### src/rtl/squat_meter_gen.sv
// Squat depth meter overlay: renders a depth bar and a target line into the VGA stream,
// with frame-synchronous sample updates and a timed HIT celebration state.
module squat_meter_gen #(
  parameter logic [9:0] BAR_X0     = 10'd288,
  parameter logic [9:0] BAR_X1     = 10'd352,
  parameter logic [9:0] TGT_X0     = 10'd256,
  parameter logic [9:0] TGT_X1     = 10'd384,
  parameter logic [5:0] HIT_FRAMES = 6'd32
) (
  input  logic       vgaclk,
  input  logic       reset,
  input  logic [9:0] hcnt,
  input  logic [9:0] vcnt,
  input  logic       hsync,
  input  logic       vsync,
  input  logic       blank_b,
  input  logic       depth_valid,
  input  logic [8:0] depth,
  input  logic [8:0] target,
  output logic       depth_ready,
  output logic       hsync_o,
  output logic       vsync_o,
  output logic       blank_o,
  output logic [3:0] r,
  output logic [3:0] g,
  output logic [3:0] b
);

  typedef enum logic [1:0] {StIdle, StTrack, StHit} state_e;
  typedef enum logic [1:0] {PixBg, PixTgt, PixGreen, PixYellow} pix_e;

  state_e     state_q;
  logic       pend_full_q;
  logic [8:0] pend_depth_q, pend_target_q;
  logic [8:0] act_depth_q, act_target_q;
  logic [8:0] act_depth_d, act_target_d;
  logic [5:0] frame_cnt_q;
  logic [5:0] hit_cnt_q;

  logic       accept;
  logic       frame_tick;
  logic       loaded;
  logic [8:0] depth_clamp, target_clamp;

  assign depth_ready  = ~pend_full_q;
  assign accept       = depth_valid & ~pend_full_q;
  assign frame_tick   = (hcnt == 10'd0) && (vcnt == 10'd480);
  assign depth_clamp  = (depth > 9'd479) ? 9'd479 : depth;
  assign target_clamp = (target > 9'd479) ? 9'd479 : target;
  assign loaded       = frame_tick & (pend_full_q | accept);

  // Active pair only moves on the frame tick; an empty pend lets a coincident sample bypass it.
  always_comb begin
    act_depth_d  = act_depth_q;
    act_target_d = act_target_q;
    if (frame_tick) begin
      if (pend_full_q) begin
        act_depth_d  = pend_depth_q;
        act_target_d = pend_target_q;
      end else if (accept) begin
        act_depth_d  = depth_clamp;
        act_target_d = target_clamp;
      end
    end
  end

  always_ff @(posedge vgaclk or posedge reset) begin
    if (reset) begin
      state_q       <= StIdle;
      pend_full_q   <= 1'b0;
      pend_depth_q  <= 9'd0;
      pend_target_q <= 9'd0;
      act_depth_q   <= 9'd0;
      act_target_q  <= 9'd0;
      frame_cnt_q   <= 6'd0;
      hit_cnt_q     <= 6'd0;
    end else begin
      act_depth_q  <= act_depth_d;
      act_target_q <= act_target_d;
      if (frame_tick) begin
        pend_full_q <= 1'b0;
      end else if (accept) begin
        pend_depth_q  <= depth_clamp;
        pend_target_q <= target_clamp;
        pend_full_q   <= 1'b1;
      end
      if (frame_tick) begin
        frame_cnt_q <= frame_cnt_q + 6'd1;
        case (state_q)
          StIdle: begin
            if (loaded) state_q <= StTrack;
          end
          StTrack: begin
            if (act_depth_d >= act_target_d) begin
              state_q   <= StHit;
              hit_cnt_q <= HIT_FRAMES - 6'd1;
            end
          end
          StHit: begin
            if (hit_cnt_q == 6'd0) state_q <= StTrack;
            else                   hit_cnt_q <= hit_cnt_q - 6'd1;
          end
          default: state_q <= StIdle;
        endcase
      end
    end
  end

  // Stage 1: pixel classification and timing delay.
  logic [9:0] tgt_row, bar_top;
  logic       in_tgt, in_bar;
  pix_e       pix_d, pix_q;
  logic       hsync_s1_q, vsync_s1_q, blank_s1_q;

  assign tgt_row = 10'd479 - {1'b0, act_target_q};
  assign bar_top = 10'd479 - {1'b0, act_depth_q};
  assign in_tgt  = (vcnt == tgt_row) && (hcnt >= TGT_X0) && (hcnt < TGT_X1);
  assign in_bar  = (hcnt >= BAR_X0) && (hcnt < BAR_X1) && (vcnt >= bar_top);

  always_comb begin
    pix_d = PixBg;
    if (state_q != StIdle) begin
      if (in_tgt) begin
        pix_d = PixTgt;
      end else if (in_bar) begin
        pix_d = (state_q == StHit && frame_cnt_q[2]) ? PixYellow : PixGreen;
      end
    end
  end

  always_ff @(posedge vgaclk or posedge reset) begin
    if (reset) begin
      pix_q      <= PixBg;
      hsync_s1_q <= 1'b1;
      vsync_s1_q <= 1'b1;
      blank_s1_q <= 1'b0;
    end else begin
      pix_q      <= pix_d;
      hsync_s1_q <= hsync;
      vsync_s1_q <= vsync;
      blank_s1_q <= blank_b;
    end
  end

  // Stage 2: colour lookup and output registers.
  logic [11:0] rgb_d, rgb_q;
  logic        hsync_s2_q, vsync_s2_q, blank_s2_q;

  always_comb begin
    rgb_d = 12'h000;
    if (blank_s1_q) begin
      unique case (pix_q)
        PixTgt:    rgb_d = 12'hF00;
        PixGreen:  rgb_d = 12'h0F0;
        PixYellow: rgb_d = 12'hFF0;
        PixBg:     rgb_d = 12'h002;
      endcase
    end
  end

  always_ff @(posedge vgaclk or posedge reset) begin
    if (reset) begin
      rgb_q      <= 12'h000;
      hsync_s2_q <= 1'b1;
      vsync_s2_q <= 1'b1;
      blank_s2_q <= 1'b0;
    end else begin
      rgb_q      <= rgb_d;
      hsync_s2_q <= hsync_s1_q;
      vsync_s2_q <= vsync_s1_q;
      blank_s2_q <= blank_s1_q;
    end
  end

  assign r       = rgb_q[11:8];
  assign g       = rgb_q[7:4];
  assign b       = rgb_q[3:0];
  assign hsync_o = hsync_s2_q;
  assign vsync_o = vsync_s2_q;
  assign blank_o = blank_s2_q;

endmodule

### config.mk
export PLATFORM = sky130hd
export DESIGN_NAME = squat_meter_gen
export DESIGN_NICKNAME = d
export VERILOG_FILES = /design/src/rtl/squat_meter_gen.sv
export SDC_FILE = /design/constraint.sdc
export NUM_CORES = 1
export LEC_CHECK = 0
export BUFFER_PORTS_ARGS = -buffer_cell sky130_fd_sc_hd__buf_2
export CORE_ASPECT_RATIO = 0.6
export CORE_MARGIN = 5
export CORE_UTILIZATION = 39
export DETAILED_ROUTE_END_ITERATION = 10
export SLEW_MARGIN = 20
export SYNTH_ARGS = -nofsm -noshare
export SYNTH_HDL_FRONTEND = slang
export SYNTH_SLANG_ARGS = --single-unit
### constraint.sdc
create_clock -name vgaclk -period 7 [get_ports vgaclk]
set_input_delay 0.35 -clock vgaclk [delete_from_list [all_inputs] [get_ports vgaclk]]
set_output_delay 0.35 -clock vgaclk [all_outputs]
set_load 0.1 [all_outputs]
# Word level (Yosys, flattened, before mapping)
# Cells that the tools add are included.
[totals]
n_memories = 0
word_cells = 83
regBits = 71
ramBits = 0
inputBits = 44
out_inout_bits = 16
latchBits = 0
mem_bits_ro = 0
[classes]
n_addsub = 4
div = 0
n_shift = 0
n_eq_ne = 11
reduce_logical = 16
n_bitwise = 5
mux = 23
order_cmp = 8
multipliers = 0
[op_table]
columns = ["operator", "count"]
rows = [
  ["$mux 9", 8],
  ["$pmux 12 s4", 1],
  ["$ge 10x9->1 const B", 2],
  ["$lt 10x9->1 const B", 2],
  ["$sub 9x9->10 const A", 2],
  ["$gt 9x9->1 const B", 2],
  ["$mux 12", 1],
  ["$mux 2", 6],
  ["$mux 6", 2],
  ["$pmux 6 s2", 1],
  ["$eq 10x10->1", 1],
  ["$eq 10x9->1 const B", 1],
  ["$ge 10x10->1", 1],
  ["$logic_not 10->1", 1],
  ["$ge 9x9->1", 1],
  ["$ne 2x2->1 const B", 4],
  ["$reduce_and 4->1", 2],
  ["$add 6x1->6 const B", 1],
  ["$eq 2x2->1 const B", 3],
  ["$logic_and 1x1->1", 6],
  ["$logic_not 6->1", 1],
  ["$pmux 2 s3", 1],
  ["$reduce_bool 2->1", 3],
  ["$sub 6x1->6 const B", 1],
  ["other kinds (7)", 13],
]

# Depth between registers and ports, before layout
[logic_depth]
ltp_word = 8
ltp_mapped = 14
depth_no_buf = 11

# Worst setup path before layout
# No wires, ideal clock.
[synth_path]
path_type = "reg-to-reg"
from = "register pend_full_q"
to = "register state_q[0]"
path_stages_with_launch = 13
n_path_buf = 3
arrival_time_ns = 3.281
required_time_ns = 6.921
setup_slack_ns = 3.639
setup_time_ns = 0.079
period_less_slack_ns = 3.361
path_cell_list = "dfrtp_1 clkbuf_1 inv_1 clkbuf_1 o21ai_0 o221ai_1 ha_1 a21oi_1 o211ai_1 a211oi_2 nand2b_1 buf_2 mux2i_1"
[synth_via]
elab_chain_len = 8
word_cells_on_any_way = 14
cone_classes = "1 x order compare; 2 x eq/ne; 6 x mux; 4 x bitwise; 1 x reduce/logical"
[synth_lines]
columns = ["item", "line", "source"]
rows = [
  ["start, declared", "33", "logic pend_full_q;"],
  ["start signal, assigned", "70", "pend_full_q <= 1'b0;"],
  ["start signal, assigned", "81", "pend_full_q <= 1'b0;"],
  ["start signal, assigned", "85", "pend_full_q <= 1'b1;"],
  ["$not 1->1 *", "n/a", ""],
  ["net depth_ready", "20", "output logic depth_ready,"],
  ["$and 1x1->1 *", "46", "assign accept = depth_valid & ~pend_full_q;"],
  ["$mux 9", "60", "end else if (accept) begin"],
  ["$mux 9", "57", "if (pend_full_q) begin"],
  ["$mux 9", "56", "if (frame_tick) begin"],
  ["$ge 9x9->1", "94", "if (act_depth_d >= act_target_d) begin"],
  ["$ne 2x2->1 (no line)", "n/a", ""],
  ["$reduce_and 4->1 (no line) *", "n/a", ""],
  ["end signal, assigned", "91", "if (loaded) state_q <= StTrack;"],
  ["end signal, assigned", "95", "state_q <= StHit;"],
  ["end signal, assigned", "100", "if (hit_cnt_q == 6'd0) state_q <= StTrack;"],
  ["end, declared", "32", "state_e state_q;"],
]
# Mark *: on every way through the listed nets, which the timed path passes. The rest lies on a longest branch.
# A chain may end at the register's enable or synchronous reset.

# Final worst setup path
[layout_path]
from = "register pend_full_q"
to = "register state_q[0]"
[layout_via]
elab_chain_len = 8
word_cells_on_any_way = 14
cone_classes = "1 x order compare; 2 x eq/ne; 6 x mux; 4 x bitwise; 1 x reduce/logical"
[layout_lines]
columns = ["item", "line", "source"]
rows = [
  ["$not 1->1", "46", ""],
  ["$and 1x1->1", "46", ""],
  ["$mux 9", "60", ""],
  ["$mux 9 *", "57", ""],
  ["$mux 9 *", "56", ""],
  ["net act_depth_d[8]", "36", "logic [8:0] act_depth_d, act_target_d;"],
  ["$ge 9x9->1 *", "94", ""],
  ["$ne 2x2->1 (no line) *", "n/a", ""],
  ["$reduce_and 4->1 (no line) *", "n/a", ""],
]
# Marked as above.

==> summary.txt <==
CTS
  – Clock Latency Late Sink: 330 ps
  – Hold buffer count at cts: 0
  – Clock Tree Root: clkbuf_16
  – Post-CTS Setup Bufs: 0
  – Max clock buf depth: 2
  – CTS Sinks: slightly below 60
  – CTS resizes: 0
  – Clk slew on worst S/H paths: roughly 50 ps
  – Total CTS buffers: 9
  – CTS tree: done
  – H-tree levels: 3

Setup path
  – Crit path arrival time: 3890 ps
  – Slowest CP cell: dfrtp_1
  – Reg2Reg Depth: 10
  – CP endpoint kind: flip-flop
  – Crit path buffers/inverters: 1
  – Crit start category: flip-flop
  – CP max stage delay: approximately 750 ps
  – Reg2reg setup slack: roughly 3400 ps
  – Crit path kind: flip-flop to flip-flop
  – CP Data Required Time: 7250 ps
  – Cell-by-cell trace of the critical path: inv_1, nor3_1, a22oi_1, o21ai_1, ha_1, a21oi_1, o211ai_1, a211oi_2, nand2b_1, mux2i_1
  – Critical path's top delay family: simple AND/OR/NAND/NOR gates
  – RR Startpoint: pend_full_q$_DFFE_PP0P_
  – FF-to-FF End: state_q[0]$_DFFE_PP0P_
  – Critical Path Fanout Max: 18

Synthesis
  – Post-Synth XOR/XNOR Area: roughly 3.6%
  – Post-Synth Adder-Cell Area: 8.313%
  – Synthesized area per cell: 9.843 µm²
  – Post-synthesis register bit count: 59
  – Mux contribution to synthesized area: ~2.1%
  – Syn Inst Count: 367
  – Number of enable flip-flop cells after synthesis: 0
  – Compound-Gate Fraction of Synth Area: 21.58%
  – Fraction of registers with async set/reset: 100.0%
  – Synth cell types: 66
  – Largest family of logic cells by synthesized area: compound AO/OA/AOI/OAI gates
  – Sequential-to-total area share from yosys stat: ~41%
  – Post-Syn Area: around 3600 µm²
  – Yosys warning count: 0
  – Simple-gate area share of the yosys netlist: 16.49%
  – Primary FF master, synth: dfrtp_1

Min path
  – Hold Crit Endpoint: vsync_s1_q$_DFF_PP1_
  – HP Class: input pin to flip-flop
  – Hold path cells: 1
  – Hold Startpoint: vsync

Global routing
  – First-pass GRT wire length: 15.80 mm
  – Congestion Overflow GR: 0
  – GRT Total Usage: between 10% and 20%
  – Vias in the first global route: ~3000
  – Initial antenna violation count: 0
  – Largest net degree at the start of global routing: 60

Power and ir drop
  – Static Leakage: around 2.0 nW
  – Peak supply drop: ~0.00012 V
  – P per Cell Area: around 200 nW/µm²

Finish
  – Most frequent cells in the layout: buf_2, dfrtp_1, nand2_1, o21ai_0, nor2_1
  – Share of cells above drive strength 1: about 25%
  – Final nets: 477
  – Final core occ: between 40 and 50%
  – Most common cell after layout, fill and taps aside: buf_2
  – Final cell count without fillers: between 500 and 600
  – ANT cells: 0
  – Area Overhead vs Synth: 14.69%

Floorplanning
  – Die area: between 10000 and 15000 µm²
  – Die Wd: between 100 and 150 µm
  – I/O pins: 60
  – Core area: around 9100 µm²
  – Die Ht: 84.55 µm
  – Initial Utilization: 39.75%
  – # rows: 27

Route
  – WL/cell: between 15 and 20 µm
  – Final wirelength: approximately 9.7 mm
  – Met2 WL post-DR: approximately 3.7 mm
  – Residual DRC: 0
  – Metal1 wirelength: 4.897 mm
  – Via/cell ratio: ~5.7
  – Number of DRC markers in iteration 0: 224
  – DR top layer: met4
  – Antenna-violating nets left: 0
  – Drt first pass iters: 5
  – DR vias: ~3000
  – WL met3: approximately 960 µm

Run
  – Max Cap Viol: 0

Timing
  – Total Neg Setup Slack: 0 ps
  – Final hold vios: 0
  – Clock skew: approximately 5 ps
  – RSZ-0062 raised after global routing: false
  – Max Freq: 274.8 MHz
  – Final Cycle Share: between 50% and 60%
  – Slew at the pin closest to its max-slew limit: approximately 760 ps
  – Max_slew headroom: ~50%
  – Setup WS post-layout: about 3400 ps
  – Post-layout min period: ~3600 ps
  – Slew Viols, Final: 0
  – Setup violations, final: 0

Place
  – Pre-CTS WS: around 3400 ps
  – Placed cells: 514
  – Placer Congestion: roughly 0.86
  – Dpl hpwl: around 7.3 mm
  – Port Buffers: 56

Run status
  – Outcome: completed
==> metal layers <==
| layer | vias up | GRT usage [%] |
|---|---|---|
| li1 | 1444 | - |
| met1 | 1434 | 26.97 |
| met2 | 124 | 22.74 |
| met3 | 13 | 7.784 |
| met4 | 0 | 5.638 |
| met5 | - | 1.709 |
==> per-stage QoR <==
step | cell area (µm²) | total power [mW] | hold WS (ps)
2_1_floorplan | 3620 | 0.3974 | 345.2
3_3_place_gp | 3862 | 0.4222 | 345.5
3_5_place_dp | 3862 | 0.4232 | 347.2
4_1_cts | 4143 | 0.8336 | 109.3
5_1_grt | 4143 | 0.8570 | 104.2
6_report | 4143 | 0.8236 | 118.4
==> Yosys cell counts, drive strengths merged, types with 3 or more instances <==
cell / number / area (µm²)
nor3: 4 / 20.02
o221ai: 4 / 35.03
o21ai: 33 / 165.2
xnor2: 6 / 52.55
nand2: 29 / 116.4
nand3: 8 / 52.55
o22ai: 10 / 62.56
o21bai: 5 / 37.54
a31oi: 8 / 50.05
nand4: 10 / 62.56
nor2: 26 / 100.1
buf: 23 / 178.9
o31ai: 6 / 50.05
a2bb2oi: 3 / 26.28
mux2: 6 / 67.56
nor4: 6 / 50.04
ha: 24 / 300.3
and3: 3 / 18.77
a22oi: 3 / 22.52
o221a: 5 / 56.30
o21ba: 4 / 40.04
nor2b: 3 / 21.27
inv: 10 / 37.54
dfstp: 4 / 105.1
nand2b: 4 / 25.02
xor2: 9 / 78.83
a211oi: 5 / 42.54
dfrtp: 55 / 1376
clkbuf: 7 / 26.28
a21oi: 17 / 85.08
==> flip-flops by register name (all words and copies together) (netlist names), 2 cells and up <==
name           cells
pend_depth_q       9
act_target_q       9
hit_cnt_q          6
pend_target_q      9
act_depth_q        9
frame_cnt_q        3
state_q            2
rgb_q              3
pix_q              2
==> logic make-up after synthesis <==
kind of cell | Yosys count
buf+inv | 40
fa+ha+maj | 24
mux | 7
xor+xnor | 15
compound gates | 115
simple gates | 106
other cells | 1
flops | 59
==> area by class of cell <==
class | instances | area, µm²
Clock buffer | 11 | 252.7
Clock inverter | 5 | 27.53
Fill cell | 880 | 4945
Inverter | 10 | 37.54
Multi-Input combinational cell | 270 | 1896
Sequential cell | 59 | 1481
Tap cell | 116 | 145.1
Timing Repair Buffer | 59 | 302.8
==> power breakdown <==
group,total (mW),internal [mW],switching (mW)
sequential,0.346,0.345,0.00127
clock,0.407,0.256,0.151
combinational,0.0706,0.0210,0.0495
total,0.824,0.622,0.202
==> worst max path at each step <==
stage	slack, ps	cells after the start	start	end
after floorplan	3640	12	pend_full_q$_DFFE_PP0P_	state_q[0]$_DFFE_PP0P_
after global placement	3570	10	pend_full_q$_DFFE_PP0P_	state_q[0]$_DFFE_PP0P_
after detailed placement	3440	13	hcnt[2]	state_q[0]$_DFFE_PP0P_
after CTS	3440	10	pend_full_q$_DFFE_PP0P_	state_q[0]$_DFFE_PP0P_
after global routing	3120	10	pend_full_q$_DFFE_PP0P_	state_q[0]$_DFFE_PP0P_
final	3360	10	pend_full_q$_DFFE_PP0P_	state_q[0]$_DFFE_PP0P_
Power figures use the tool's default switching activity.
